$ cat config.mk
export PLATFORM = sky130hd
export DESIGN_NAME = fetch_stage
export DESIGN_NICKNAME = d
export VERILOG_FILES = /design/src/rtl/fetch_stage_pkg.sv /design/src/rtl/fetch_stage_if_id_reg.sv /design/src/rtl/fetch_stage.sv
export SDC_FILE = /design/constraint.sdc
export NUM_CORES = 1
export LEC_CHECK = 0
export CORE_ASPECT_RATIO = 0.5
export CORE_UTILIZATION = 44
export DETAILED_ROUTE_END_ITERATION = 12
export GPL_TIMING_DRIVEN = 0
export MAX_ROUTING_LAYER = met4
export PLACE_DENSITY = 0.76
export SETUP_SLACK_MARGIN = 0.4
export SYNTH_ARGS = -nofsm -noshare
export SYNTH_HDL_FRONTEND = slang
export SYNTH_SLANG_ARGS = --single-unit
$ cat constraint.sdc
create_clock -name clk -period 1.7 [get_ports clk]
set_input_delay 0.255 -clock clk [delete_from_list [all_inputs] [get_ports clk]]
set_output_delay 0.255 -clock clk [all_outputs]
set_load 0.01 [all_outputs]
$ cat src/rtl/fetch_stage_pkg.sv
// Shared pipeline definitions for the fetch stage: reset/bubble constants,
// fetch FSM state encoding (also used for debug by the hazard unit), IF/ID payload.
package fetch_stage_pkg;

    localparam logic [31:0] RESET_PC_DEFAULT  = 32'h0000_3000;
    localparam logic [31:0] NOP_INSTR_DEFAULT = 32'h0000_0000;

    localparam logic [1:0] IDLE = 2'd0;
    localparam logic [1:0] WAIT = 2'd1;
    localparam logic [1:0] HOLD = 2'd2;

    typedef enum logic [1:0] {
        ST_IDLE = IDLE,
        ST_WAIT = WAIT,
        ST_HOLD = HOLD
    } fetch_state_e;

    typedef struct packed {
        logic [31:0] ir;
        logic [31:0] pc4;
        logic        valid;
    } if_id_t;

    function automatic logic [31:0] word_align(input logic [31:0] addr);
        return addr & 32'hFFFF_FFFC;
    endfunction

    function automatic logic [31:0] pc_plus4(input logic [31:0] pc);
        return pc + 32'd4;
    endfunction

endpackage

$ cat src/rtl/fetch_stage_if_id_reg.sv
// IF/ID pipeline register: load a fetched instruction, inject a bubble, or hold.
// Load has priority over bubble; with neither asserted the register holds.
module if_id_reg
    import fetch_stage_pkg::*;
#(
    parameter logic [31:0] RESET_PC  = RESET_PC_DEFAULT,
    parameter logic [31:0] NOP_INSTR = NOP_INSTR_DEFAULT
) (
    input  logic        clk,
    input  logic        reset,
    input  logic        load,
    input  logic        bubble,
    input  logic [31:0] load_ir,
    input  logic [31:0] load_pc4,
    output if_id_t      q
);

    always_ff @(posedge clk or negedge reset) begin
        if (!reset) begin
            q.ir    <= NOP_INSTR;
            q.pc4   <= RESET_PC;
            q.valid <= 1'b0;
        end else if (load) begin
            q.ir    <= load_ir;
            q.pc4   <= load_pc4;
            q.valid <= 1'b1;
        end else if (bubble) begin
            // pc4 is kept so D still sees a sensible link value behind the bubble
            q.ir    <= NOP_INSTR;
            q.valid <= 1'b0;
        end
    end

endmodule

$ cat src/rtl/fetch_stage.sv
// PC register and instruction-fetch sequencer for the 5-stage pipeline.
// Handshake: a request is outstanding while imem_req=1; imem_addr is held until the cycle imem_ack=1, which completes it.
module fetch_stage
    import fetch_stage_pkg::*;
#(
    parameter logic [31:0] RESET_PC  = RESET_PC_DEFAULT,
    parameter logic [31:0] NOP_INSTR = NOP_INSTR_DEFAULT
) (
    input  logic        clk,
    input  logic        reset,
    input  logic        stall,
    input  logic        redirect,
    input  logic [31:0] npc_in,
    output logic        imem_req,
    output logic [31:0] imem_addr,
    input  logic        imem_ack,
    input  logic [31:0] imem_rdata,
    output logic [31:0] pc_f,
    output logic [31:0] ir_d,
    output logic [31:0] pc4_d,
    output logic        valid_d,
    output logic [1:0]  dbg_state,
    output logic        dbg_pend_valid
);

    fetch_state_e state, state_nx;

    logic        pend_valid;
    logic [31:0] pend_target;
    logic [31:0] fbuf;

    logic        complete;
    logic        bubble;
    logic        fbuf_we;
    logic        redirect_acc;
    logic [31:0] target;
    logic [31:0] next_pc;
    logic [31:0] fetch_word;
    if_id_t      if_id;

    assign target       = word_align(npc_in);
    // Stalled redirects are dropped; D re-presents them once it advances.
    assign redirect_acc = redirect && valid_d && !stall;

    always_ff @(posedge clk or negedge reset) begin
        if (!reset) begin
            state <= ST_IDLE;
        end else begin
            state <= state_nx;
        end
    end

    always_comb begin
        state_nx = state;
        imem_req = 1'b0;
        complete = 1'b0;
        bubble   = 1'b0;
        fbuf_we  = 1'b0;
        case (state)
            ST_IDLE: begin
                state_nx = ST_WAIT;
            end
            ST_WAIT: begin
                imem_req = 1'b1;
                if (imem_ack && !stall) begin
                    complete = 1'b1;
                end else if (imem_ack) begin
                    fbuf_we  = 1'b1;
                    state_nx = ST_HOLD;
                end else if (!stall) begin
                    bubble = 1'b1;
                end
            end
            ST_HOLD: begin
                if (!stall) begin
                    complete = 1'b1;
                    state_nx = ST_WAIT;
                end
            end
            default: begin
                state_nx = ST_IDLE;
            end
        endcase
    end

    // The fetch completing alongside an accepted redirect is the delay slot,
    // so the redirect target bypasses straight into the PC.
    always_comb begin
        next_pc = pc_plus4(pc_f);
        if (redirect_acc) begin
            next_pc = target;
        end else if (pend_valid) begin
            next_pc = pend_target;
        end
    end

    assign fetch_word = (state == ST_HOLD) ? fbuf : imem_rdata;

    always_ff @(posedge clk or negedge reset) begin
        if (!reset) begin
            pc_f        <= RESET_PC;
            pend_valid  <= 1'b0;
            pend_target <= 32'h0;
            fbuf        <= 32'h0;
        end else begin
            if (fbuf_we) begin
                fbuf <= imem_rdata;
            end
            if (complete) begin
                pc_f       <= next_pc;
                pend_valid <= 1'b0;
            end else if (redirect_acc) begin
                pend_target <= target;
                pend_valid  <= 1'b1;
            end
        end
    end

    if_id_reg #(
        .RESET_PC  (RESET_PC),
        .NOP_INSTR (NOP_INSTR)
    ) u_if_id (
        .clk      (clk),
        .reset    (reset),
        .load     (complete),
        .bubble   (bubble),
        .load_ir  (fetch_word),
        .load_pc4 (pc_plus4(pc_f)),
        .q        (if_id)
    );

    assign ir_d           = if_id.ir;
    assign pc4_d          = if_id.pc4;
    assign valid_d        = if_id.valid;
    assign imem_addr      = word_align(pc_f);
    assign dbg_state      = state;
    assign dbg_pend_valid = pend_valid;

endmodule

==> results.ini, run 1 <==
[sta]
worst_slack_ps=-511.3
period_share=1.301
slew_headroom=0.4477
tightest_slew_ps=827.5
fin_skew_ps=20.97
rsz0062_at_grt=true
setup_violations=161
min_period_ps=2211
clock.fmax_mhz=452.2
finalSetupTns_ps=-30250
slew_viol_final=0
hold_viol=0

[route]
wirelength_mm=40.47
ant_nets=0
viasPerCell=6.573
wl_per_cell_um=29.37
vias=9057
firstDrtPassIters=8
drt-initial-drc-count=1328
post-route-drc-count=0

[outcome]
status=finished, violations left
violations=setup timing

[placed_design]
gp_congestion=0.8928
placed_cell_area_um2=10490
dp.final_hpwl_mm=15.88
placed_cells=1149
post-place-ws_ps=-579.6
io_buffer_count=192

[clocking]
numCtsBuffers=17
clkSinkCount=158
worstSkewPairLatency_ps=460
cts_max_path_buffers=2
cts_tree=built
clkTransAtPathRegs_ps=70
cts_root_buf=clkbuf_16
htree_levels=4

[global_route]
first_global_vias=8262
globalRouteOverflowTotal=0
grt_pass1_wl_mm=46.72
grt_use_total=0.3589
antenna_found_initial=0
grt_max_degree=122

[worst_setup_path]
cp.arrival_ps=2540
criticalPathCategory=register to register
required_ps=2030
cp-start-kind=register
cp_max_fo=10
end_kind=register

[floorplan]
core_um2=16720
die_h_um=95.47
io_pins=202
rows=33
start_util=0.4598
dieArea_um2=18040
die_w_um=188.9

[logic_synthesis]
syn_inst=724
ys_ff_latch=158
seq_area_frac_synth=0.5149
yosys_warnings=0
yosysUniqueCellTypes=48
synth-main-ff-cell=dfrtp_1
synth_area_um2=7689
syn_area_per_cell_um2=10.62
synth_edf_count=0
ys_async_sr_fraction=1.000

[power_and_ir_drop]
leakagePower_nw=6.745
ir_worst_vdd_mv=1.168
powerDensity_nw_per_um2=2037

[final_layout]
nets=1211
syn_to_final_growth_pct=88.01
final_area_um2=14460
fillers=654
finalCoreUtilization=0.8644
final_common_cell=buf_6
fin_cells=1378
antenna_cells=0
drive_gt1_frac=0.6012
mostFrequentLayoutCells=buf_6, dfrtp_1, buf_4

[flow_run]
cap_violations=0

[worst_hold_path]
hold_path_class=primary input to async pin

timing repair:
item | CTS | global route
gates resized for setup | 749 | 223
setup endpoints to repair | 285 | 331
endpoints found under the hold margin | 37 | 0
setup buffers | 130 | 45
pin swaps | 74 | 40
hold buffers | 1 | 0
gates cloned | 16 | 5
cells in the mapped netlist, types with 3 or more instances:
cell | instances | area, µm²
buf_4 | 36 | 270.3
a221oi_1 | 4 | 35.03
o311a_1 | 3 | 30.03
xnor2_1 | 17 | 148.9
a21oi_1 | 37 | 185.2
a22oi_1 | 12 | 90.09
o21ai_0 | 62 | 310.3
nand2_1 | 59 | 221.5
o31ai_1 | 6 | 45.04
mux2_2 | 63 | 709.4
and3_1 | 11 | 68.82
dfrtp_1 | 154 | 3854
buf_1 | 7 | 26.28
nor3_1 | 3 | 15.01
and4_1 | 3 | 26.28
inv_1 | 16 | 60.06
dfstp_2 | 4 | 105.1
mux2i_1 | 35 | 350.3
clkbuf_1 | 31 | 116.4
o31a_1 | 11 | 96.34
ha_1 | 4 | 50.05
nand3_1 | 49 | 245.2
o2bb2ai_1 | 3 | 26.28
nor2_1 | 26 | 97.59
nand4_1 | 8 | 50.05
buf_2 | 6 | 30.03
xor2_1 | 11 | 96.34
o22ai_1 | 15 | 93.84
logic make-up after synthesis:
family / Yosys count / share of synthesized area
AO/OA/AOI/OAI: 161 / 0.1273
XOR/XNOR: 28 / 0.03190
adder cells (fa/ha/maj): 4 / 0.006510
buffers and inverters: 97 / 0.06591
flip-flops: 158 / 0.5149
multiplexers: 98 / 0.1378
other: 1 / 0.0004877
AND/OR/NAND/NOR: 177 / 0.1152
critical path: stages (launching register included):
cell and delay [ps]:
dfrtp_1 460, and2_1 180, clkbuf_1 230, clkbuf_2 370, a221oi_2 720, o2bb2ai_4 110
path summary, 6_finish.rpt:
kind                                     startpoint                   endpoint  slack [ps]  cells past startpoint
setup / recovery           u_if_id.q[0]$_DFFE_PN0P_       pc_f[11]$_DFFE_PN0P_        -510                      5
setup reg to reg           u_if_id.q[0]$_DFFE_PN0P_       pc_f[11]$_DFFE_PN0P_        -510                      5
hold / removal                                reset  u_if_id.q[52]$_DFFE_PN0P_         280                      2
hold reg to reg            u_if_id.q[9]$_DFFE_PN0P_   u_if_id.q[9]$_DFFE_PN0P_         500                      2
max in group asynchronous                     reset       pc_f[12]$_DFFE_PN1P_         690                      3
min in group clk                     imem_rdata[16]       fbuf[16]$_DFFE_PN0P_         450                      2
metrics by stage:
stage / total power [W] / hold slack [ps]
after floorplan: 0.01267 / -40.59
after global placement: 0.01684 / 453.3
after detailed placement: 0.01716 / 151.2
after CTS: 0.02478 / 291.1
after global routing: 0.03007 / 314.3
final: 0.02944 / 276.3
layout make-up:
cell class	count	area, µm²	area share
Tap cell	227	284.0	0.01965
Multi-Input combinational cell	475	4649	0.3216
Clock buffer	23	467.9	0.03237
Timing Repair Buffer	389	3929	0.2718
Buffer	80	983.4	0.06803
Sequential cell	158	3988	0.2759
Clock inverter	9	87.58	0.006059
Inverter	17	66.31	0.004588
registers in the layout (all words and copies together), names as in the netlist:
name,cells
dbg_pend_valid,1
dbg_state,2
fbuf,32
pc_f,30
pend_target,30
u_if_id.q,63
power by group:
group	internal [W]	switching, W	total [W]	leakage, nW
clock network	0.00209	0.00177	0.00386	0.259
logic	0.00953	0.00876	0.0183	4.58
registers	0.00559	0.00169	0.00728	1.91
total	0.0172	0.0122	0.0294	6.74
routing by layer:
metal / part of all wire / vias up / GRT usage
li1: - / 3387 / -
met4: 0.083 / 0 / 0.2110
met3: 0.11 / 364 / 0.09827
met2: 0.44 / 863 / 0.5784
met1: 0.36 / 4443 / 0.4090
met5: 0 / - / -
No activity file was read; power rests on OpenSTA's default activity.
==> run 2, diff against run 1 <==
- CORE_UTILIZATION: 44 -> 42
- DONT_BUFFER_PORTS: unset -> 1
- HOLD_SLACK_MARGIN: unset -> 0.02
- PLACE_DENSITY: 0.76 -> unset
==> results.ini, run 2 (synthesized netlist as in run 1, its figures left out) <==
[final_layout]
antenna_cells=0
final_area_um2=12050
largest-register=u_if_id.q
syn_to_final_growth_pct=56.78
reg_top3=u_if_id.q: 63 flops, fbuf: 32 flops
mostFrequentLayoutCells=dfrtp_1, mux2_4, dlygate4sd3_1
drive_gt1_frac=0.5017
final_common_cell=dfrtp_1
finalCoreUtilization=0.6828
fin_cells=1129
largest_register_ffs=63
nets=955

[worst_setup_path]
required_ps=2010
reg2reg_depth=6
end_kind=register
cp_max_fo=8
cp-start-kind=register
criticalPathCategory=register to register
cp.arrival_ps=2330

[placed_design]
placed_cells=963
io_buffer_count=0
dp.final_hpwl_mm=14.91
placed_cell_area_um2=8548
gp_congestion=0.8108

[route]
firstDrtPassIters=9
ant_nets=0
viasPerCell=5.803
wl_per_cell_um=23.11
vias=6552
post-route-drc-count=8
wirelength_mm=26.09
drt-initial-drc-count=403

[power_and_ir_drop]
p_comb_frac=0.459
ir_worst_vdd_mv=0.8430
switchingPower_w=0.008742
pwr-share-clk=0.178
powerDensity_nw_per_um2=1853
internal-power_w=0.01359
leakagePower_nw=5.284
swShare=0.3915
fin_total_pwr_w=0.02233
power_frac_seq=0.363

[sta]
min_period_ps=2025
rsz0062_at_grt=true
slew_headroom=0.4449
clock.fmax_mhz=493.9
slew_viol_final=0
worst_slack_ps=-324.6
tightest_slew_ps=829.6
period_share=1.191
fin_skew_ps=13.54
finalSetupTns_ps=-25860
holdWs_ps=-478.5
hold_viol=158
setup_violations=144

[floorplan]
dieArea_um2=18880
start_util=0.4355
rows=34
die_h_um=97.67
core_um2=17650
die_w_um=193.3
io_pins=202

[global_route]
grt_pass1_wl_mm=40.32
first_global_vias=6926
grt_use_total=0.2881
globalRouteOverflowTotal=0
grt_max_degree=159
antenna_found_initial=0

[clocking]
numCtsBuffers=17
clkTransAtPathRegs_ps=70
cts_max_path_buffers=2
worstSkewPairLatency_ps=430
cts_tree=built
htree_levels=4
clkSinkCount=158
cts_root_buf=clkbuf_16
postCtsHoldBufs=62

[outcome]
status=finished, violations left
violations=DRC, hold timing, setup timing

[worst_hold_path]
hold_path_class=primary input to async pin

[flow_run]
cap_violations=0

run 2: changes by cell type in the layout (fill, tap and decap cells not counted), sizes merged, moves of 4 or more:
cell	change
buf	-244
clkdlybuf4s50	-64
dlygate4sd3	+61
dlymetal6s2s	-15
clkbuf	+4
inv	+4
run 2: path summary, 6_finish.rpt:
check                                           from                         to  slack, ps
max reg2reg                     pc_f[13]$_DFFE_PN1P_       pc_f[15]$_DFFE_PN0P_       -320
min                                            reset  u_if_id.q[53]$_DFFE_PN0P_       -480
max in group asynchronous                      reset       pc_f[12]$_DFFE_PN1P_       1920
max                             pc_f[13]$_DFFE_PN1P_       pc_f[15]$_DFFE_PN0P_       -320
min reg2reg                u_if_id.q[13]$_DFFE_PN1P_  u_if_id.q[13]$_DFFE_PN1P_        500
min in group clk                          npc_in[16]       pc_f[16]$_DFFE_PN0P_         30
run 2: power by group through the flow:
stage	logic [W]	registers [W]	clock network, W
after floorplan	0.00547	0.00720	0
final	0.0102	0.00810	0.00399
after detailed placement	0.00668	0.00779	0
after global placement	0.00653	0.00774	0
after CTS	0.00938	0.00798	0.00403
after global routing	0.0109	0.00831	0.00419
run 2: cell type report:
cell class,instances,area [µm²]
flip-flops and latches,158,3996
fillers,1269,5600
inverters,17,68.82
repair buffers,134,1653
clock buffers,20,436.7
plain buffers,80,1045
multi-input cells,474,4404
well taps,234,292.8
clock inverters,12,157.7
run 2: per-stage QoR:
step                worst slack [ps]  hold slack [ps]
finish                        -324.6           -478.5
detailed placement            -579.7           -37.03
floorplan                     -71.63           -40.59
CTS                           -312.4           -489.9
global placement              -529.9           -37.78
global route                  -411.3           -496.6
run 2: timing repair:
| item | CTS | global route |
|---|---|---|
| hold endpoints to repair | 233 | 158 |
| pin swaps | 52 | 31 |
| buffers inserted | 36 | 14 |
| endpoints found under the setup margin | 192 | 191 |
| gates resized for setup | 296 | 74 |
| gates cloned | 18 | 4 |
run 2: worst max-delay path: stages, from the launching register on:
cell	delay [ps]
dfstp_2	680
nand2_4	110
buf_4	150
nor4_2	310
xnor2_1	200
o21ai_0	110
a221o_1	340
run 2: metal layers:
layer,up-vias,wire length (µm),GRT usage,part of all wire
met5,-,0,-,0
met4,0,386,0.07569,0.015
met3,25,1691,0.06768,0.065
met2,243,12600,0.4593,0.48
met1,3416,11420,0.3703,0.44
li1,2868,-,-,-
==> run 3, diff against run 2 <==
- TNS_END_PERCENT: unset -> 20
==> results.ini, run 3 (synthesized netlist as in run 1, its figures left out) <==
[outcome]
status=finished, violations left
violations=DRC, hold timing, setup timing

[floorplan]
dieArea_um2=18880
core_um2=17650
die_w_um=193.3
io_pins=202
start_util=0.4355
die_h_um=97.67
rows=34

[route]
wirelength_mm=24.69
firstDrtPassIters=9
vias=6287
post-route-drc-count=9
wl_per_cell_um=22.52
viasPerCell=5.736
drt-initial-drc-count=475
ant_nets=0

[sta]
holdWs_ps=-473.8
setup_violations=124
min_period_ps=1994
hold_viol=158
clock.fmax_mhz=501.6
worst_slack_ps=-293.6
rsz0062_at_grt=true
fin_skew_ps=12.84
slew_viol_final=0
tightest_slew_ps=619.1
period_share=1.173
slew_headroom=0.5872

[worst_hold_path]
hold_path_class=primary input to async pin

[final_layout]
reg_top3=u_if_id.q: 63 flops, fbuf: 32 flops
largest_register_ffs=63
syn_to_final_growth_pct=42.44
nets=922
antenna_cells=0
multi_input_area_um2=4066
mostFrequentLayoutCells=dfrtp_1, dlygate4sd3_1, buf_4, o21ai_1, nand2_1
drive_gt1_frac=0.4176
final_common_cell=dfrtp_1
fillers=1357
largest-register=u_if_id.q
fin_cells=1096
register_area_um2=3986

[clocking]
cts_tree=built
cts_max_path_buffers=2
numCtsBuffers=17
clkTransAtPathRegs_ps=70
clkSinkCount=158
worstSkewPairLatency_ps=430
cts_root_buf=clkbuf_16
htree_levels=4

[power_and_ir_drop]
fin_total_pwr_w=0.02024
leakagePower_nw=4.738
ir_worst_vdd_mv=0.9057
powerDensity_nw_per_um2=1848

[global_route]
grt_pass1_wl_mm=37.11
grtUsageMet1=0.3604
globalRouteOverflowTotal=0
grt_most_used_layer=met2
first_global_vias=6322
grt.met2_usage=0.3977
grt_use_total=0.2641
antenna_found_initial=0
use_met3=0.06560
grt_max_degree=159

[worst_setup_path]
end_kind=register
cp-start-kind=register
cp.arrival_ps=2340
criticalPathCategory=register to register
cp_max_fo=7
required_ps=2050
reg2reg_depth=6

[flow_run]
cap_violations=0

[placed_design]
dp.final_hpwl_mm=14.75
gp_congestion=0.8550
placed_cells=963
io_buffer_count=0

==> run 3: changes by cell type in the layout (fill, tap and decap cells not counted), moves of 6 or more <==
| cell | delta |
|---|---|
| buf_12 | -11 |
| buf_4 | +13 |
| buf_6 | -22 |
| clkbuf_16 | -8 |
| dfrtp_1 | +8 |
| dfrtp_2 | -8 |
| mux2_2 | +30 |
| mux2_4 | -30 |
| nand2_1 | +12 |
| nand2_2 | -8 |
| nand3_1 | +6 |
| o21ai_1 | +22 |
| o21ai_2 | -21 |
==> run 3: final cells by class <==
type,instances,share of cell area
multi-input combinational,475,0.3713
sequential,158,0.3640
timing repair buffer,100,0.1027
buffer,80,0.07986
clock buffer,20,0.04079
tap,234,0.02673
clock inverter,12,0.008340
inverter,17,0.006284
==> run 3: metrics by stage <==
step	setup TNS (ps)	worst slack, ps	cell area [µm²]	utilization
2_1_floorplan	-1366	-71.63	7874	-
3_3_place_gp	-58330	-657.7	8167	0.4626
3_5_place_dp	-61290	-693.8	8167	0.4626
4_1_cts	-18630	-237.8	10240	0.5802
5_1_grt	-30770	-352.8	10950	0.6203
6_report	-21230	-293.6	10950	0.6203
==> run 3: critical path: stages (launching register included) <==
cell and delay [ps]:
dfstp_2 650, nand4_4 230, nor4_4 210, buf_6 190, nand4_1 200, o31a_1 290
o22ai_1 150
==> run 3: path summary, 6_finish.rpt <==
kind | end | from | slack, ps
min in group clk | u_if_id.q[34]$_DFFE_PN0P_ | imem_rdata[1] | 30
max | pc_f[26]$_DFFE_PN0P_ | pc_f[12]$_DFFE_PN1P_ | -290
min reg2reg | u_if_id.q[13]$_DFFE_PN1P_ | u_if_id.q[13]$_DFFE_PN1P_ | 480
min | fbuf[8]$_DFFE_PN0P_ | reset | -470
max in group asynchronous | pc_f[15]$_DFFE_PN0P_ | reset | 1760
max reg2reg | pc_f[26]$_DFFE_PN0P_ | pc_f[12]$_DFFE_PN1P_ | -290
==> run 3: report_power, final <==
group          switching [W]  internal, W
Clock                0.00163      0.00191
Combinational        0.00416      0.00455
Sequential           0.00239      0.00558
==> run 3: metal layers <==
layer | wire length [µm] | share of wire
met1 | 11150 | 0.45
met2 | 11490 | 0.47
met3 | 1817 | 0.074
met4 | 223 | 0.0090
met5 | 0 | 0
==> run 3: what timing repair did <==
item | 4_1_cts | 5_1_grt
gates resized for setup | 210 | 137
hold buffers | 62 | 1
setup buffers | 13 | 12
cloned | 8 | 5
setup endpoints to repair | 191 | 192
pin swaps | 10 | 26
hold endpoints to repair | 249 | 159
